**src/rtl/fp_mul_int_pipe.sv**
```systemverilog
// Multi-lane pipelined FP x INT multiplier with elastic valid/ready stages and sticky {NV, OF} status.
// Format codes: 0 FP32, 1 FP64, 2 FP16, 3 FP8 (E5M2), 4 FP16ALT (bfloat16).
module fp_mul_int_pipe #(
    parameter int FpFormat_a   = 2,
    parameter int IntWidth     = 4,
    parameter int FpFormat_out = 0,
    parameter int NumLanes     = 4,
    parameter int NumPipeRegs  = 2,
    localparam int EXP_A   = (FpFormat_a == 1) ? 11 : (FpFormat_a == 2 || FpFormat_a == 3) ? 5 : 8,
    localparam int MAN_A   = (FpFormat_a == 0) ? 23 : (FpFormat_a == 1) ? 52 :
                             (FpFormat_a == 2) ? 10 : (FpFormat_a == 3) ? 2 : 7,
    localparam int EXP_O   = (FpFormat_out == 1) ? 11 : (FpFormat_out == 2 || FpFormat_out == 3) ? 5 : 8,
    localparam int MAN_O   = (FpFormat_out == 0) ? 23 : (FpFormat_out == 1) ? 52 :
                             (FpFormat_out == 2) ? 10 : (FpFormat_out == 3) ? 2 : 7,
    localparam int WIDTH_A = 1 + EXP_A + MAN_A,
    localparam int WIDTH_O = 1 + EXP_O + MAN_O
) (
    input  logic                          clk_i,
    input  logic                          rst_ni,
    input  logic                          in_valid_i,
    output logic                          in_ready_o,
    input  logic                          int_signed_i,
    input  logic [NumLanes-1:0]           lane_en_i,
    input  logic [NumLanes*WIDTH_A-1:0]   operand_a_i,
    input  logic [NumLanes*IntWidth-1:0]  operand_b_i,
    output logic                          out_valid_o,
    input  logic                          out_ready_i,
    output logic [NumLanes*WIDTH_O-1:0]   result_o,
    output logic [NumLanes*2-1:0]         flags_o,
    output logic [1:0]                    status_o,
    input  logic                          clear_status_i
);

    localparam int PW      = MAN_A + 1 + IntWidth;
    localparam int EW      = 16;
    localparam int WW      = PW + MAN_O + 2;
    localparam int BIAS_A  = (1 << (EXP_A - 1)) - 1;
    localparam int BIAS_O  = (1 << (EXP_O - 1)) - 1;
    localparam int EXP_MAX = (1 << EXP_O) - 1;
    localparam int LAST    = NumPipeRegs - 1;

    localparam logic [1:0] CLS_NUM  = 2'd0;
    localparam logic [1:0] CLS_ZERO = 2'd1;
    localparam logic [1:0] CLS_INF  = 2'd2;
    localparam logic [1:0] CLS_NAN  = 2'd3;

    if (IntWidth < 2 || IntWidth > 16) begin : g_bad_int_width
        $error("IntWidth must be within 2..16");
    end
    if (IntWidth > MAN_A + 1) begin : g_bad_int_exact
        $error("IntWidth must not exceed the significand width of operand a");
    end
    if (NumPipeRegs < 1 || NumPipeRegs > 4) begin : g_bad_pipe
        $error("NumPipeRegs must be within 1..4");
    end

    // e is the biased output exponent of the product LSB; prod is the exact integer significand product
    typedef struct packed {
        logic          sign;
        logic [1:0]    cls;
        logic          inv;
        logic [EW-1:0] e;
        logic [PW-1:0] prod;
    } mid_t;

    function automatic mid_t pre_lane(input logic [WIDTH_A-1:0] a, input logic [IntWidth-1:0] b,
                                      input logic sgn);
        mid_t              m;
        logic              sa, sb, a_zero, a_inf, a_nan, b_zero;
        logic [EXP_A-1:0]  ea;
        logic [MAN_A-1:0]  fa;
        logic [MAN_A:0]    siga;
        logic [IntWidth-1:0] bmag;
        int                e_i;
        sa     = a[WIDTH_A-1];
        ea     = a[MAN_A +: EXP_A];
        fa     = a[MAN_A-1:0];
        sb     = sgn & b[IntWidth-1];
        bmag   = sb ? (~b + IntWidth'(1)) : b;
        a_zero = (ea == '0) && (fa == '0);
        a_inf  = (ea == '1) && (fa == '0);
        a_nan  = (ea == '1) && (fa != '0);
        b_zero = (b == '0);
        siga   = {(ea != '0), fa};
        e_i    = ((ea == '0) ? 1 : int'(ea)) - BIAS_A - MAN_A + BIAS_O;
        m.sign = sa ^ sb;
        m.inv  = (a_nan & ~fa[MAN_A-1]) | (a_inf & b_zero);
        m.e    = EW'(e_i);
        m.prod = PW'(siga) * PW'(bmag);
        if (a_nan || (a_inf && b_zero)) m.cls = CLS_NAN;
        else if (a_inf)                 m.cls = CLS_INF;
        else if (a_zero || b_zero)      m.cls = CLS_ZERO;
        else                            m.cls = CLS_NUM;
        return m;
    endfunction

    // Returns {invalid, overflow, result}; subnormal results fall out of the right shift by 1-E
    function automatic logic [WIDTH_O+1:0] post_lane(input mid_t m);
        logic [PW-1:0]      sig;
        logic [WW-1:0]      wide, wsh, mask;
        logic [MAN_O:0]     kept;
        logic [MAN_O+1:0]   kr;
        logic [MAN_O-1:0]   mant;
        logic [WIDTH_O-1:0] res;
        logic               rnd, stk, up, ovf;
        int                 msb, ex, sh, eo;
        msb = 0;
        for (int i = 0; i < PW; i++) begin
            if (m.prod[i]) msb = i;
        end
        sig  = m.prod << (PW - 1 - msb);
        ex   = int'(signed'(m.e)) + msb;
        sh   = (ex >= 1) ? 0 : 1 - ex;
        if (sh > WW) sh = WW;
        wide = {sig, {(MAN_O+2){1'b0}}};
        wsh  = wide >> sh;
        mask = ~({WW{1'b1}} << sh);
        kept = wsh[WW-1 -: MAN_O+1];
        rnd  = wsh[PW];
        stk  = (|wsh[PW-1:0]) | (|(wide & mask));
        up   = rnd & (stk | kept[0]);
        kr   = {1'b0, kept} + {{(MAN_O+1){1'b0}}, up};
        if (ex >= 1) begin
            eo   = ex + int'(kr[MAN_O+1]);
            mant = kr[MAN_O+1] ? kr[MAN_O:1] : kr[MAN_O-1:0];
        end else begin
            eo   = int'(kr[MAN_O]);
            mant = kr[MAN_O-1:0];
        end
        ovf = 1'b0;
        case (m.cls)
            CLS_NAN:  res = {1'b0, {EXP_O{1'b1}}, 1'b1, {(MAN_O-1){1'b0}}};
            CLS_INF:  res = {m.sign, {EXP_O{1'b1}}, {MAN_O{1'b0}}};
            CLS_ZERO: res = {m.sign, {(EXP_O+MAN_O){1'b0}}};
            default: begin
                if (eo >= EXP_MAX) begin
                    ovf = 1'b1;
                    res = {m.sign, {EXP_O{1'b1}}, {MAN_O{1'b0}}};
                end else begin
                    res = {m.sign, EXP_O'(eo), mant};
                end
            end
        endcase
        return {m.inv, ovf, res};
    endfunction

    logic [NumPipeRegs-1:0] v_q, v_d, v_in, ld;

    always_comb begin
        logic full;
        full = 1'b1;
        ld   = '0;
        v_in = '0;
        for (int k = NumPipeRegs - 1; k >= 0; k--) begin
            full  = full & v_q[k];
            ld[k] = ~full | out_ready_i;
        end
        v_in[0] = in_valid_i;
        for (int k = 1; k < NumPipeRegs; k++) begin
            v_in[k] = v_q[k-1];
        end
        v_d = v_q;
        for (int k = 0; k < NumPipeRegs; k++) begin
            if (ld[k]) v_d[k] = v_in[k];
        end
    end

    assign in_ready_o  = ~v_q[0] | ld[0];
    assign out_valid_o = v_q[LAST];

    mid_t                mid_in  [NumLanes];
    mid_t                mid_src [NumLanes];
    logic [NumLanes-1:0] en_src;

    always_comb begin
        for (int l = 0; l < NumLanes; l++) begin
            mid_in[l] = pre_lane(operand_a_i[l*WIDTH_A +: WIDTH_A], operand_b_i[l*IntWidth +: IntWidth],
                                 int_signed_i);
        end
    end

    if (NumPipeRegs == 1) begin : g_direct
        always_comb begin
            en_src = lane_en_i;
            for (int l = 0; l < NumLanes; l++) begin
                mid_src[l] = mid_in[l];
            end
        end
    end else begin : g_retime
        localparam int NR = NumPipeRegs - 1;
        mid_t                mid_q [NR][NumLanes];
        mid_t                mid_d [NR][NumLanes];
        logic [NumLanes-1:0] en_q  [NR];
        logic [NumLanes-1:0] en_d  [NR];

        // disabled lanes keep their previous datapath contents
        always_comb begin
            for (int l = 0; l < NumLanes; l++) begin
                mid_d[0][l] = (ld[0] & in_valid_i & lane_en_i[l]) ? mid_in[l] : mid_q[0][l];
            end
            en_d[0] = (ld[0] & in_valid_i) ? lane_en_i : en_q[0];
            for (int k = 1; k < NR; k++) begin
                for (int l = 0; l < NumLanes; l++) begin
                    mid_d[k][l] = (ld[k] & v_q[k-1] & en_q[k-1][l]) ? mid_q[k-1][l] : mid_q[k][l];
                end
                en_d[k] = (ld[k] & v_q[k-1]) ? en_q[k-1] : en_q[k];
            end
        end

        always_ff @(posedge clk_i or negedge rst_ni) begin
            if (!rst_ni) begin
                for (int k = 0; k < NR; k++) begin
                    en_q[k] <= '0;
                    for (int l = 0; l < NumLanes; l++) begin
                        mid_q[k][l] <= '0;
                    end
                end
            end else begin
                for (int k = 0; k < NR; k++) begin
                    en_q[k] <= en_d[k];
                    for (int l = 0; l < NumLanes; l++) begin
                        mid_q[k][l] <= mid_d[k][l];
                    end
                end
            end
        end

        always_comb begin
            en_src = en_q[NR-1];
            for (int l = 0; l < NumLanes; l++) begin
                mid_src[l] = mid_q[NR-1][l];
            end
        end
    end

    logic [NumLanes*WIDTH_O-1:0] res_q, res_d;
    logic [NumLanes*2-1:0]       flg_q, flg_d;
    logic [WIDTH_O+1:0]          post [NumLanes];
    logic [1:0]                  status_q, status_d;
    logic                        nv_any, of_any;

    always_comb begin
        res_d = res_q;
        flg_d = flg_q;
        for (int l = 0; l < NumLanes; l++) begin
            post[l] = post_lane(mid_src[l]);
            if (ld[LAST] & v_in[LAST]) begin
                res_d[l*WIDTH_O +: WIDTH_O] = en_src[l] ? post[l][WIDTH_O-1:0] : '0;
                flg_d[l*2 +: 2]             = en_src[l] ? post[l][WIDTH_O +: 2] : 2'b00;
            end
        end
    end

    always_comb begin
        nv_any = 1'b0;
        of_any = 1'b0;
        for (int l = 0; l < NumLanes; l++) begin
            nv_any = nv_any | flg_q[2*l+1];
            of_any = of_any | flg_q[2*l];
        end
        status_d = status_q;
        if (clear_status_i)                  status_d = 2'b00;
        else if (out_valid_o && out_ready_i) status_d = status_q | {nv_any, of_any};
    end

    always_ff @(posedge clk_i or negedge rst_ni) begin
        if (!rst_ni) begin
            v_q      <= '0;
            res_q    <= '0;
            flg_q    <= '0;
            status_q <= 2'b00;
        end else begin
            v_q      <= v_d;
            res_q    <= res_d;
            flg_q    <= flg_d;
            status_q <= status_d;
        end
    end

    assign result_o = res_q;
    assign flags_o  = flg_q;
    assign status_o = status_q;

endmodule

```
**config.mk**
```make
export PLATFORM = sky130hd
export DESIGN_NAME = fp_mul_int_pipe
export DESIGN_NICKNAME = d
export VERILOG_FILES = /design/src/rtl/fp_mul_int_pipe.sv
export SDC_FILE = /design/constraint.sdc
export NUM_CORES = 1
export LEC_CHECK = 0
export CORE_ASPECT_RATIO = 0.6
export CORE_MARGIN = 5
export CORE_UTILIZATION = 50
export CTS_CLUSTER_SIZE = 40
export DETAILED_ROUTE_END_ITERATION = 6
export GPL_ROUTABILITY_DRIVEN = 0
export PLACE_DENSITY = 0.74
export SETUP_SLACK_MARGIN = 0.5
export SYNTH_ARGS = -nofsm -noshare
export SYNTH_HDL_FRONTEND = slang
export SYNTH_SLANG_ARGS = --single-unit
```
**constraint.sdc**
```tcl
create_clock -name clk_i -period 5.21 [get_ports clk_i]
set_input_delay 0.521 -clock clk_i [delete_from_list [all_inputs] [get_ports clk_i]]
set_output_delay 0.521 -clock clk_i [all_outputs]
set_load 0.01 [all_outputs]
```
==> flow_metrics.tcl <==
set metrics [dict create \
    internal_power_mw 9.62 \
    synth-edff-count 0 \
    post-dp-hpwl_um 56300 \
    nets 3458 \
    finalSetupViolCount 0 \
    fin_ws_ns 0.228 \
    stdcell_area_sq_mm 0.0294 \
    cts-htree-levels 1 \
    via_count 23400 \
    r2r-end "result_o[74]" \
    drtAntennaViolNets 0 \
    cts_made_buffers 27 \
    combPwrFrac 0.741 \
    p_sw_frac 0.510 \
    crit_path_end_kind "flop" \
    grt_pass1_vias 21800 \
    die_x_um 286 \
    multi_input_area_sq_mm 0.0170 \
    syn_inst 2830 \
    cts_tree "done" \
    drv_slew 0 \
    slew_headroom 0.275 \
    via_per_inst 6.21 \
    die_h_um 176 \
    setup_tns_ns 0 \
    n_antenna_cell 0 \
    cp.arrival_ns 5.41 \
    hp-class "flop to flop" \
    fmax_mhz 201 \
    min_to "result_o[11]" \
    crit_family "simple AND/OR/NAND/NOR gates" \
    crit_path_max_fanout 4 \
    p_clk_frac 0.104 \
    slowest_stage "or4_4" \
    clock_sinks 252 \
    path_clk_slew_ns 0.07 \
    wl_um 75000 \
    wire_per_inst_um 19.9 \
    drc 0 \
    r2r_slack_ns 0.23 \
    r2r_cells 20 \
    cpPeakStageDelay_ns 0.47 \
    status "completed" \
    rows 60 \
    post_synth_num_cell_types 99 \
    hold_depth 1 \
    powerDensity_mw_per_mm2 668 \
    final_common_cell "nand2_1" \
    drt-initial-drc-count 2611 \
    fin_util 0.653 \
    postPlaceCellArea_sq_mm 0.0266 \
    syn_area_per_cell_sq_um 8.09 \
    critPathBufInv 3 \
    seq_area_sq_mm 0.00632 \
    holdWs_ns 0.479 \
    cp_cell_sequence "or3_4 > or3_4 > a21oi_4 > inv_4 > ha_4 > fa_2 > a21o_1 > a21oi_4 > xor2_1 > a31o_2 > nor4b_4 > ha_1 > or4_4 > buf_6 > nor2_4 > o211ai_1 > inv_1 > nor3_2 > a2111oi_1 > a311oi_1" \
    crit_type "flop to flop" \
    rsz0062_at_grt "yes" \
    cap_viol_max_count 0 \
    syn_area_sq_mm 0.0229 \
    grt_pass1_wl_um 116000 \
    ys.flop_type "dfrtp_1" \
    antenna_found_initial 0 \
    finalWorstPathRequiredPeriod_ns 4.98 \
    power_switching_mw 10.0 \
    ys_seq_elements 252 \
    synthArstFlopShare 1.00 \
    finalCritPeriodShare 0.956 \
    nFillCells 3598 \
    core_sq_mm 0.0450 \
    port_buffers 229 \
    drive_gt1_frac 0.172 \
    insertion_delay_ns 0.57 \
    root_buffer "clkbuf_16" \
    skew_ns 0.0144 \
    leakage_nw 13.3 \
    grt_util_all_layers 0.277 \
    grt_max_degree 107 \
    hold_viol_final 0 \
    io_pins 230 \
    layout_common_cells "457 x nand2_1, 242 x dfrtp_1, 226 x clkdlybuf4s50_1, 192 x nor2_1, 172 x buf_4" \
    critPathLaunch "g_retime.mid_q[42]" \
    place_ws_ns -0.134 \
    first_pass_iters 6 \
    grt_overflow 0 \
    startpoint_type "flop" \
    ir_drop_mv 0.444 \
    area_growth_pct 28.4 \
    yosysSeqAreaShare 0.275 \
    critPathRequiredTime_ns 5.64 \
    clockBufferDepth 3 \
    seq_power_share 0.155 \
    worst_pin_slew_ns 1.08 \
    start_util 0.509 \
    yosys_warnings 0 \
    r2r_start "g_retime.mid_q[42]" \
    hold_start "result_o[11]" \
    die-area_sq_mm 0.0503 \
]
==> sequential cells by signal, indices dropped and copies added (netlist names) <==
name	cells
en_src	4
status_o	2
result_o	128
g_retime.mid_q	108
flags_o	8
v_q	2
==> synthesized netlist by cell type (all sizes together) (10+ instances only) <==
| cell | n | share of area |
|---|---|---|
| a2bb2oi | 10 | 0.0038 |
| a21oi | 136 | 0.031 |
| nor2b | 23 | 0.0063 |
| o22ai | 16 | 0.0044 |
| o211ai | 17 | 0.0058 |
| buf | 21 | 0.0048 |
| xnor2 | 68 | 0.027 |
| o31ai | 23 | 0.0075 |
| a2111oi | 10 | 0.0038 |
| fa | 76 | 0.066 |
| a22o | 48 | 0.018 |
| dfrtp | 252 | 0.28 |
| mux2i | 36 | 0.016 |
| nor2 | 202 | 0.033 |
| ha | 128 | 0.070 |
| mux2 | 16 | 0.0079 |
| nand2b | 34 | 0.0093 |
| a21o | 50 | 0.016 |
| mux4 | 13 | 0.013 |
| a22oi | 16 | 0.0052 |
| nor4 | 34 | 0.010 |
| inv | 147 | 0.024 |
| clkbuf | 116 | 0.019 |
| nor3 | 66 | 0.014 |
| a31oi | 29 | 0.0079 |
| xor2 | 49 | 0.019 |
| or2 | 27 | 0.0074 |
| nand2 | 467 | 0.077 |
| and2 | 89 | 0.024 |
| o21ai | 216 | 0.048 |
| nand3 | 90 | 0.020 |
| o21bai | 15 | 0.0049 |
| and3 | 36 | 0.0098 |
| o31a | 13 | 0.0050 |
| a211oi | 31 | 0.011 |
| or4 | 16 | 0.0052 |
| nand4 | 23 | 0.0063 |
| or3 | 21 | 0.0060 |
| o21a | 18 | 0.0059 |
==> cells by family (layout without fill, tap and decap cells) <==
kind of cell | after synthesis | count (layout) | synth area share
DFF | 252 | 252 | 0.275
muxes | 65 | 65 | 0.0364
buffers and inverters | 285 | 622 | 0.0482
AOI/OAI and AO/OA | 748 | 749 | 0.218
other | 1 | 15 | 0.000164
xor gates and xnor gates | 117 | 117 | 0.0454
and+or+nand+nor | 1158 | 1160 | 0.240
adders and majority gates | 204 | 204 | 0.136
==> repair_timing <==
| item | CTS | global route |
|---|---|---|
| setup endpoints to repair | 63 | 102 |
| buffers inserted | 32 | 53 |
| cloned | 2 | 2 |
| pin swaps | 51 | 110 |
| hold buffers | 1 | 0 |
| hold endpoints to repair | 35 | 0 |
| gates resized for setup | 88 | 198 |
==> worst max path at each step <==
stage                                     to  slack (ns)  cells after the start
final                           result_o[74]        0.23                     20
after global routing            result_o[74]        0.02                     20
after CTS                       result_o[85]        0.31                     18
after detailed placement  g_retime.mid_q[84]       -0.13                     19
after global placement    g_retime.mid_q[49]        0.03                     20
after floorplan                 result_o[84]        0.19                     19
==> per-stage QoR <==
stage          std cells  power, mW
5_1_grt             3773       20.9
2_1_floorplan       2844       12.1
3_5_place_dp        3634       15.7
3_3_place_gp        3634       15.4
6_report            3773       19.6
4_1_cts             3718       18.2
==> worst reg2reg max path, cell delays in order, from the launching register on <==
cell,delay (ns)
dfrtp_1,0.38
or3_4,0.39
or3_4,0.41
a21oi_4,0.18
inv_4,0.05
ha_4,0.16
fa_2,0.37
a21o_1,0.21
a21oi_4,0.15
xor2_1,0.16
a31o_2,0.19
nor4b_4,0.23
ha_1,0.30
or4_4,0.47
buf_6,0.15
nor2_4,0.10
o211ai_1,0.18
inv_1,0.21
nor3_2,0.07
a2111oi_1,0.40
a311oi_1,0.09
==> routing by layer <==
layer,vias to the layer above,track usage,share of wire
li1,10800,-,-
met1,11200,0.407,0.43
met2,1306,0.406,0.43
met3,172,0.0652,0.10
met4,0,0.0846,0.037
met5,-,0,0
==> final cells by class <==
type / instances / share of cell area
Timing Repair Buffer: 425 / 0.133
Clock inverter: 11 / 0.00536
Multi-Input combinational cell: 2310 / 0.577
Inverter: 148 / 0.0194
Tap cell: 589 / 0.0251
Clock buffer: 38 / 0.0257
Sequential cell: 252 / 0.215
==> power by group through the flow <==
stage	clock, mW	combinational (mW)	sequential [mW]
6_report	2.04	14.6	3.05
3_3_place_gp	0	12.4	3.02
4_1_cts	2.07	13.1	3.01
5_1_grt	2.15	15.6	3.11
3_5_place_dp	0	12.7	3.05
2_1_floorplan	0	9.19	2.92
Note: power is estimated with default switching activity, not from simulation.
